### config.mk
export PLATFORM = sky130hd
export DESIGN_NAME = mem_arbiter
export DESIGN_NICKNAME = d
export VERILOG_FILES = /design/src/rtl/mem_arb_pkg.sv /design/src/rtl/mem_arb_resp_pipe.sv /design/src/rtl/mem_arbiter.sv
export SDC_FILE = /design/constraint.sdc
export NUM_CORES = 1
export LEC_CHECK = 0
export CAP_MARGIN = 20
export CORE_AREA = 2 2 107 109
export DETAILED_ROUTE_END_ITERATION = 8
export DIE_AREA = 0 0 109 111
export GPL_ROUTABILITY_DRIVEN = 0
export PLACE_DENSITY = 0.69
export SYNTH_ARGS = -nofsm -noshare
export SYNTH_HDL_FRONTEND = slang
export SYNTH_SLANG_ARGS = --single-unit
### constraint.sdc
create_clock -name clk -period 0.9 [get_ports clk]
set_input_delay 0.09 -clock clk [delete_from_list [all_inputs] [get_ports clk]]
set_output_delay 0.09 -clock clk [all_outputs]
set_load 0.05 [all_outputs]
### src/rtl/mem_arb_pkg.sv
// mem_arb_pkg: shared owner encoding, response record and latency limits for mem_arbiter
//   owner_e      : which requester an accepted access belongs to (OWN_I / OWN_D)
//   resp_t       : one response-pipeline stage {valid, owner, we}
//   MEM_LAT_MIN/MAX : legal memory read latency range
//   clamp_lat()  : folds an out-of-range latency back into the legal range
package mem_arb_pkg;

    typedef enum logic {
        OWN_I = 1'b0,
        OWN_D = 1'b1
    } owner_e;

    typedef struct packed {
        logic   valid;
        owner_e owner;
        logic   we;
    } resp_t;

    localparam int MEM_LAT_MIN = 1;
    localparam int MEM_LAT_MAX = 4;

    function automatic int clamp_lat(input int lat);
        return (lat < MEM_LAT_MIN) ? MEM_LAT_MIN : (lat > MEM_LAT_MAX) ? MEM_LAT_MAX : lat;
    endfunction

endpackage

### src/rtl/mem_arb_resp_pipe.sv
// mem_arb_resp_pipe: MEM_LAT-deep shift register tracking accepted accesses until their data returns
//   clk      in  : rising-edge clock
//   reset    in  : asynchronous active-low reset, flushes every stage
//   i_push   in  : an access is accepted on this edge
//   i_owner  in  : requester that owns the accepted access
//   i_we     in  : accepted access is a write (response carries no data)
//   o_valid  out : a response is due this cycle
//   o_owner  out : owner of the due response
//   o_we     out : due response is a write acknowledge
module mem_arb_resp_pipe
    import mem_arb_pkg::*;
#(
    parameter int MEM_LAT = 1
) (
    input  logic   clk,
    input  logic   reset,
    input  logic   i_push,
    input  owner_e i_owner,
    input  logic   i_we,
    output logic   o_valid,
    output owner_e o_owner,
    output logic   o_we
);

    resp_t r_pipe [MEM_LAT];

    always_ff @(posedge clk or negedge reset) begin
        if (!reset) begin
            for (int i = 0; i < MEM_LAT; i++) r_pipe[i] <= '0;
        end else begin
            r_pipe[0] <= '{valid: i_push, owner: i_owner, we: i_we};
            for (int i = 1; i < MEM_LAT; i++) r_pipe[i] <= r_pipe[i-1];
        end
    end

    assign o_valid = r_pipe[MEM_LAT-1].valid;
    assign o_owner = r_pipe[MEM_LAT-1].owner;
    assign o_we    = r_pipe[MEM_LAT-1].we;

endmodule

### src/rtl/mem_arbiter.sv
// mem_arbiter: two-requester (instruction fetch / data load-store) arbiter in front of one single-port synchronous memory
//   clk, reset (async, active-low)
//   i_req/i_addr -> i_gnt/i_rvalid/i_rdata                       : read-only instruction port
//   d_req/d_we/d_addr/d_wdata/d_wstrb -> d_gnt/d_rvalid/d_rdata  : data port; writes get a data-less acknowledge
//   mem_en/mem_we/mem_addr/mem_wdata/mem_wstrb, mem_rdata        : memory side, read data returns MEM_LAT cycles after access
//   Parameters: ADDR_W, DATA_W, MEM_LAT (1..4)
//   Macro MEM_ARBITER_RR_EN: round-robin on conflict; otherwise the data port always wins.
module mem_arbiter
    import mem_arb_pkg::*;
#(
    parameter int ADDR_W  = 32,
    parameter int DATA_W  = 32,
    parameter int MEM_LAT = 1
) (
    input  logic                clk,
    input  logic                reset,
    input  logic                i_req,
    input  logic [ADDR_W-1:0]   i_addr,
    output logic                i_gnt,
    output logic                i_rvalid,
    output logic [DATA_W-1:0]   i_rdata,
    input  logic                d_req,
    input  logic                d_we,
    input  logic [ADDR_W-1:0]   d_addr,
    input  logic [DATA_W-1:0]   d_wdata,
    input  logic [DATA_W/8-1:0] d_wstrb,
    output logic                d_gnt,
    output logic                d_rvalid,
    output logic [DATA_W-1:0]   d_rdata,
    output logic                mem_en,
    output logic                mem_we,
    output logic [ADDR_W-1:0]   mem_addr,
    output logic [DATA_W-1:0]   mem_wdata,
    output logic [DATA_W/8-1:0] mem_wstrb,
    input  logic [DATA_W-1:0]   mem_rdata
);

    localparam int LAT = clamp_lat(MEM_LAT);

    owner_e r_last_owner;
    logic   w_d_win;
    logic   w_rvalid;
    owner_e w_rowner;
    logic   w_rwe;

`ifdef MEM_ARBITER_RR_EN
    // On conflict the data port wins only if the instruction port was served last.
    assign w_d_win = d_req & (~i_req | (r_last_owner == OWN_I));
`else
    assign w_d_win = d_req;
`endif

    // Grants are gated by reset so nothing is issued while it is held.
    always_comb begin
        d_gnt     = reset & w_d_win;
        i_gnt     = reset & i_req & ~w_d_win;
        mem_en    = i_gnt | d_gnt;
        mem_we    = d_gnt & d_we;
        mem_addr  = d_gnt ? d_addr : i_gnt ? i_addr : '0;
        mem_wdata = d_gnt ? d_wdata : '0;
        mem_wstrb = d_gnt ? d_wstrb : '0;
    end

    always_ff @(posedge clk or negedge reset) begin
        if (!reset) r_last_owner <= OWN_I;
        else if (mem_en) r_last_owner <= d_gnt ? OWN_D : OWN_I;
    end

    mem_arb_resp_pipe #(.MEM_LAT(LAT)) u_resp_pipe (
        .clk     (clk),
        .reset   (reset),
        .i_push  (mem_en),
        .i_owner (d_gnt ? OWN_D : OWN_I),
        .i_we    (mem_we),
        .o_valid (w_rvalid),
        .o_owner (w_rowner),
        .o_we    (w_rwe)
    );

    // Write acknowledges carry no data, so d_rdata stays 0 for them.
    always_comb begin
        i_rvalid = w_rvalid & (w_rowner == OWN_I);
        d_rvalid = w_rvalid & (w_rowner == OWN_D);
        i_rdata  = i_rvalid ? mem_rdata : '0;
        d_rdata  = (d_rvalid & ~w_rwe) ? mem_rdata : '0;
    end

endmodule

* Yosys cells after proc, flatten, opt, wreduce, memory -nomap -nowiden *
Index checks and enable logic that the tools add are counted.

storage, ports and cells
  register bits = 3
  bits of input ports = 137
  output and inout port bits = 138
  word-level logic and storage cells = 21

operators by class
  multiplexer cells = 7
  bitwise operators = 11

operators by type and width
  kind         number
  $mux 32      5
  $and 1x1->1  7
  $mux 4       1
  $not 1->1    3
  $mux 1       1
  $or 1x1->1   1

* Logic depth before layout (Yosys ltp) *
Gate-level depths: netlist (run 1).

  depth after elaboration = 4
  mapped depth = 4
  depth with buffers taken out = 2

* By module *
A second synthesis (run 1) with hierarchy kept.

second synthesis, totals
  cell total of the unflattened synthesis = 169
  area, all modules = 1232.4 um^2

by module, submodules not included
  module             instances  cells each  area each (um^2)
  mem_arbiter        1          166         1157.4
  mem_arb_resp_pipe  1          3           75.1

* Worst setup path before layout (run 1) *
OpenSTA, ideal clock, no wires.

  path type = register to output
  from = register u_resp_pipe.r_pipe, in the netlist u_resp_pipe.o_owner
  to = output port i_rdata[30]
  data arrival time = 1.697 ns
  required time = 0.810 ns
  setup slack = -0.887 ns
  cell stages (with the launch flop) = 3
  buffers on the path = 0
  path through = dfrtp_1 -> nor2b_1 -> and2_1

on the way
  word-level cells in the longest chain between the ends = 3

RTL lines
  item                line                     text
  start: declaration  mem_arb_resp_pipe.sv:25  resp_t r_pipe [MEM_LAT];
  $not 1->1           mem_arbiter.sv:82        i_rvalid = w_rvalid & (w_rowner == OWN_I);
  $and 1x1->1         mem_arbiter.sv:82
  net i_rvalid        mem_arbiter.sv:20        output logic i_rvalid,
  $mux 32             mem_arbiter.sv:84        i_rdata = i_rvalid ? mem_rdata : '0;
  end: declaration    mem_arbiter.sv:21        output logic [DATA_W-1:0] i_rdata,

The timed path passes the listed nets, and every way through them passes these cells.

* Final worst setup path (run 1) *
  from = register u_resp_pipe.r_pipe, in the netlist u_resp_pipe.o_owner
  to = output port i_rdata[25]

on the way
  word-level cells in the longest chain between the ends = 3

RTL lines
  item         line
  $not 1->1    mem_arbiter.sv:82
  $and 1x1->1  mem_arbiter.sv:82
  $mux 32      mem_arbiter.sv:84

Every way passes these cells.

==> results of run 1 <==
per-layer routing:
metal | part of all wire | global-route usage | vias up | routed length [µm]
met5 | 0 | 0 | - | 0
met4 | 0.013 | 0.03504 | 0 | 160
met3 | 0.095 | 0.04233 | 12 | 1156
met2 | 0.55 | 0.3565 | 199 | 6742
met1 | 0.34 | 0.1814 | 1351 | 4122
li1 | - | - | 1347 | -
metrics by stage:
stage                     cell area [µm²]  utilization  setup WS [ps]
after floorplan                      1866            -         -260.1
after global placement               6247       0.5640         -654.4
after detailed placement             6247       0.5640         -670.2
after CTS                            6897       0.6226         -488.1
after global routing                 7123       0.6431         -515.2
final                                7123       0.6431         -478.6
power by group through the flow:
stage	sequential [mW]	clock, mW	combinational, mW
global route	0.157	0.736	4.21
floorplan	0.156	0	1.68
global placement	0.156	0	3.66
detailed placement	0.156	0	3.69
CTS	0.156	0.712	3.96
finish	0.155	0.709	4.06
critical path, stage by stage, from the launching register on:
cell     delay, ps
dfrtp_4        500
buf_12         160
buf_12         150
nor2_4         100
buf_12         140
cell families after synthesis:
| group | share of synthesized area |
|---|---|
| flip-flops | 0.06192 |
| buffers and inverters | 0.1465 |
| AO/OA/AOI/OAI | 0.2704 |
| AND/OR/NAND/NOR | 0.5212 |
cell type report:
class | instances | share of cell area
Antenna cell | 1 | 0.0003513
Clock buffer | 4 | 0.01107
Sequential cell | 3 | 0.01124
Multi-Input combinational cell | 170 | 0.2403
Inverter | 1 | 0.0005270
Timing Repair Buffer | 334 | 0.7114
Tap cell | 143 | 0.02512
sequential cells by signal (all words and copies together), names as in the netlist:
register / count
u_resp_pipe.o_owner: 1
u_resp_pipe.o_we: 1
u_resp_pipe.o_valid: 1
synthesized netlist by cell type:
library cell | number | area, µm²
and2_1 | 4 | 25.02
nand2b_1 | 1 | 6.260
nor2b_1 | 2 | 12.51
nand2_1 | 31 | 116.4
o21a_1 | 1 | 7.510
nor2_1 | 60 | 225.2
and3_1 | 37 | 231.5
nor3b_1 | 2 | 15.01
buf_2 | 10 | 50.05
dfrtp_1 | 3 | 75.07
a32o_1 | 32 | 320.3
buf_4 | 2 | 15.01
buf_6 | 6 | 67.56
inv_1 | 1 | 3.750
clkbuf_1 | 11 | 41.29
repair_timing:
item,in CTS,in global routing
pin swaps,26,38
setup buffers,15,1
resized for setup,135,16
hold buffers,1,0
hold endpoints to repair,3,0
gates cloned,9,14
setup endpoints to repair,140,136
final timing paths:
| check | end | cells after the start |
|---|---|---|
| setup / recovery | i_rdata[25] | 4 |
| min in group asynchronous | u_resp_pipe.o_owner | 4 |
| max in group asynchronous | u_resp_pipe.o_owner | 4 |
| hold / removal | u_resp_pipe.o_valid | 3 |
==> results.json, run 1 <==
{
  "status": "finished with violations",
  "violations": "negative setup slack",
  "fillerInstances": 787,
  "start_util": 0.1095,
  "dr.pass1.iters": 4,
  "core_area_mm2": 0.01108,
  "seq_area_frac_synth": 0.06192,
  "dr_total_vias": 2909,
  "min_path_type": "primary input to flop",
  "grtUsageTotal": 0.1783,
  "crit_path_start_kind": "flop",
  "multiInputGateArea_mm2": 0.001712,
  "ys_types": 15,
  "ios": 275,
  "cts_sinks": 3,
  "path_class": "flop to output port",
  "finalHoldViolCount": 0,
  "avgSynthCellArea_um2": 5.972,
  "ys_ff_latch": 3,
  "grt_overflow": 0,
  "clock.fmax_mhz": 725.4,
  "syn_nets": 340,
  "pwr-share-clk": 0.144,
  "required_ps": 810,
  "synthCells": 203,
  "dp_hpwl_um": 8905,
  "p_sw_frac": 0.4167,
  "drtIter0Drc": 96,
  "layout.nets": 650,
  "wire_per_inst_um": 18.57,
  "layout.cells.non_filler": 656,
  "antenna_found_initial": 1,
  "seq_power_share": 0.032,
  "comb_power_share": 0.825,
  "setup_ws_ps": -478.6,
  "p_per_area_mw_per_mm2": 691.4,
  "p_sw_mw": 2.053,
  "die_h_um": 111,
  "num_rows": 39,
  "holdWs_ps": 270.1,
  "vdd_drop_max_v": 0.0004756,
  "worst_ep_arrival_time_ps": 1290,
  "layout_commonest_cell": "buf_12",
  "worst_slew_pin_slew_ps": 198.1,
  "relSlewSlack": 0.8676,
  "die_w_um": 109,
  "clk_path_buf_depth": 2,
  "rsz0062_at_grt": "yes",
  "drv_cap": 0,
  "fin_crit_sh": 1.532,
  "clockRootBuffer": "clkbuf_16",
  "cell_internal_pwr_mw": 2.873,
  "dp.cells": 617,
  "cts_tree": "built",
  "h-tree-depth": 1,
  "io_buffers": 274,
  "grt_pass1_vias": 3054,
  "p_total_mw": 4.925,
  "yosysWarnings": 0,
  "setup_violations": 110,
  "grt_pass1_wl_um": 16980,
  "slew_violations": 0,
  "critPathCaptureType": "output port",
  "route.detailed.drc": 0,
  "ant_nets": 0,
  "final_cell_mix": "buf_12 (156), clkdlybuf4s50_1 (86), nor2_4 (60)",
  "via_per_inst": 4.434,
  "syn_area_mm2": 0.001212,
  "leakage_nw": 2.982,
  "area_growth_pct": 487.5,
  "startpoint": "u_resp_pipe.o_owner",
  "regArea_um2": 80.08,
  "grt_max_degree": 38,
  "drive_above_1_share": 0.6836,
  "fin_crit_ps": 1379,
  "clk_pin_slew_ps": 30,
  "dieArea_mm2": 0.01210,
  "critPathMaxFanout": 8,
  "hold_start": "d_req",
  "cts_buffers": 3,
  "tns_ps": -35360,
  "routed_wl_um": 12180
}
Note: power is estimated with default switching activity, not from simulation.
==> run 2, diff against run 1 <==
Settings changed: CTS_CLUSTER_DIAMETER from default to 120.
==> results of run 2 <==
Same layout as run 1: the final DEF is identical, and so are final timing and power.
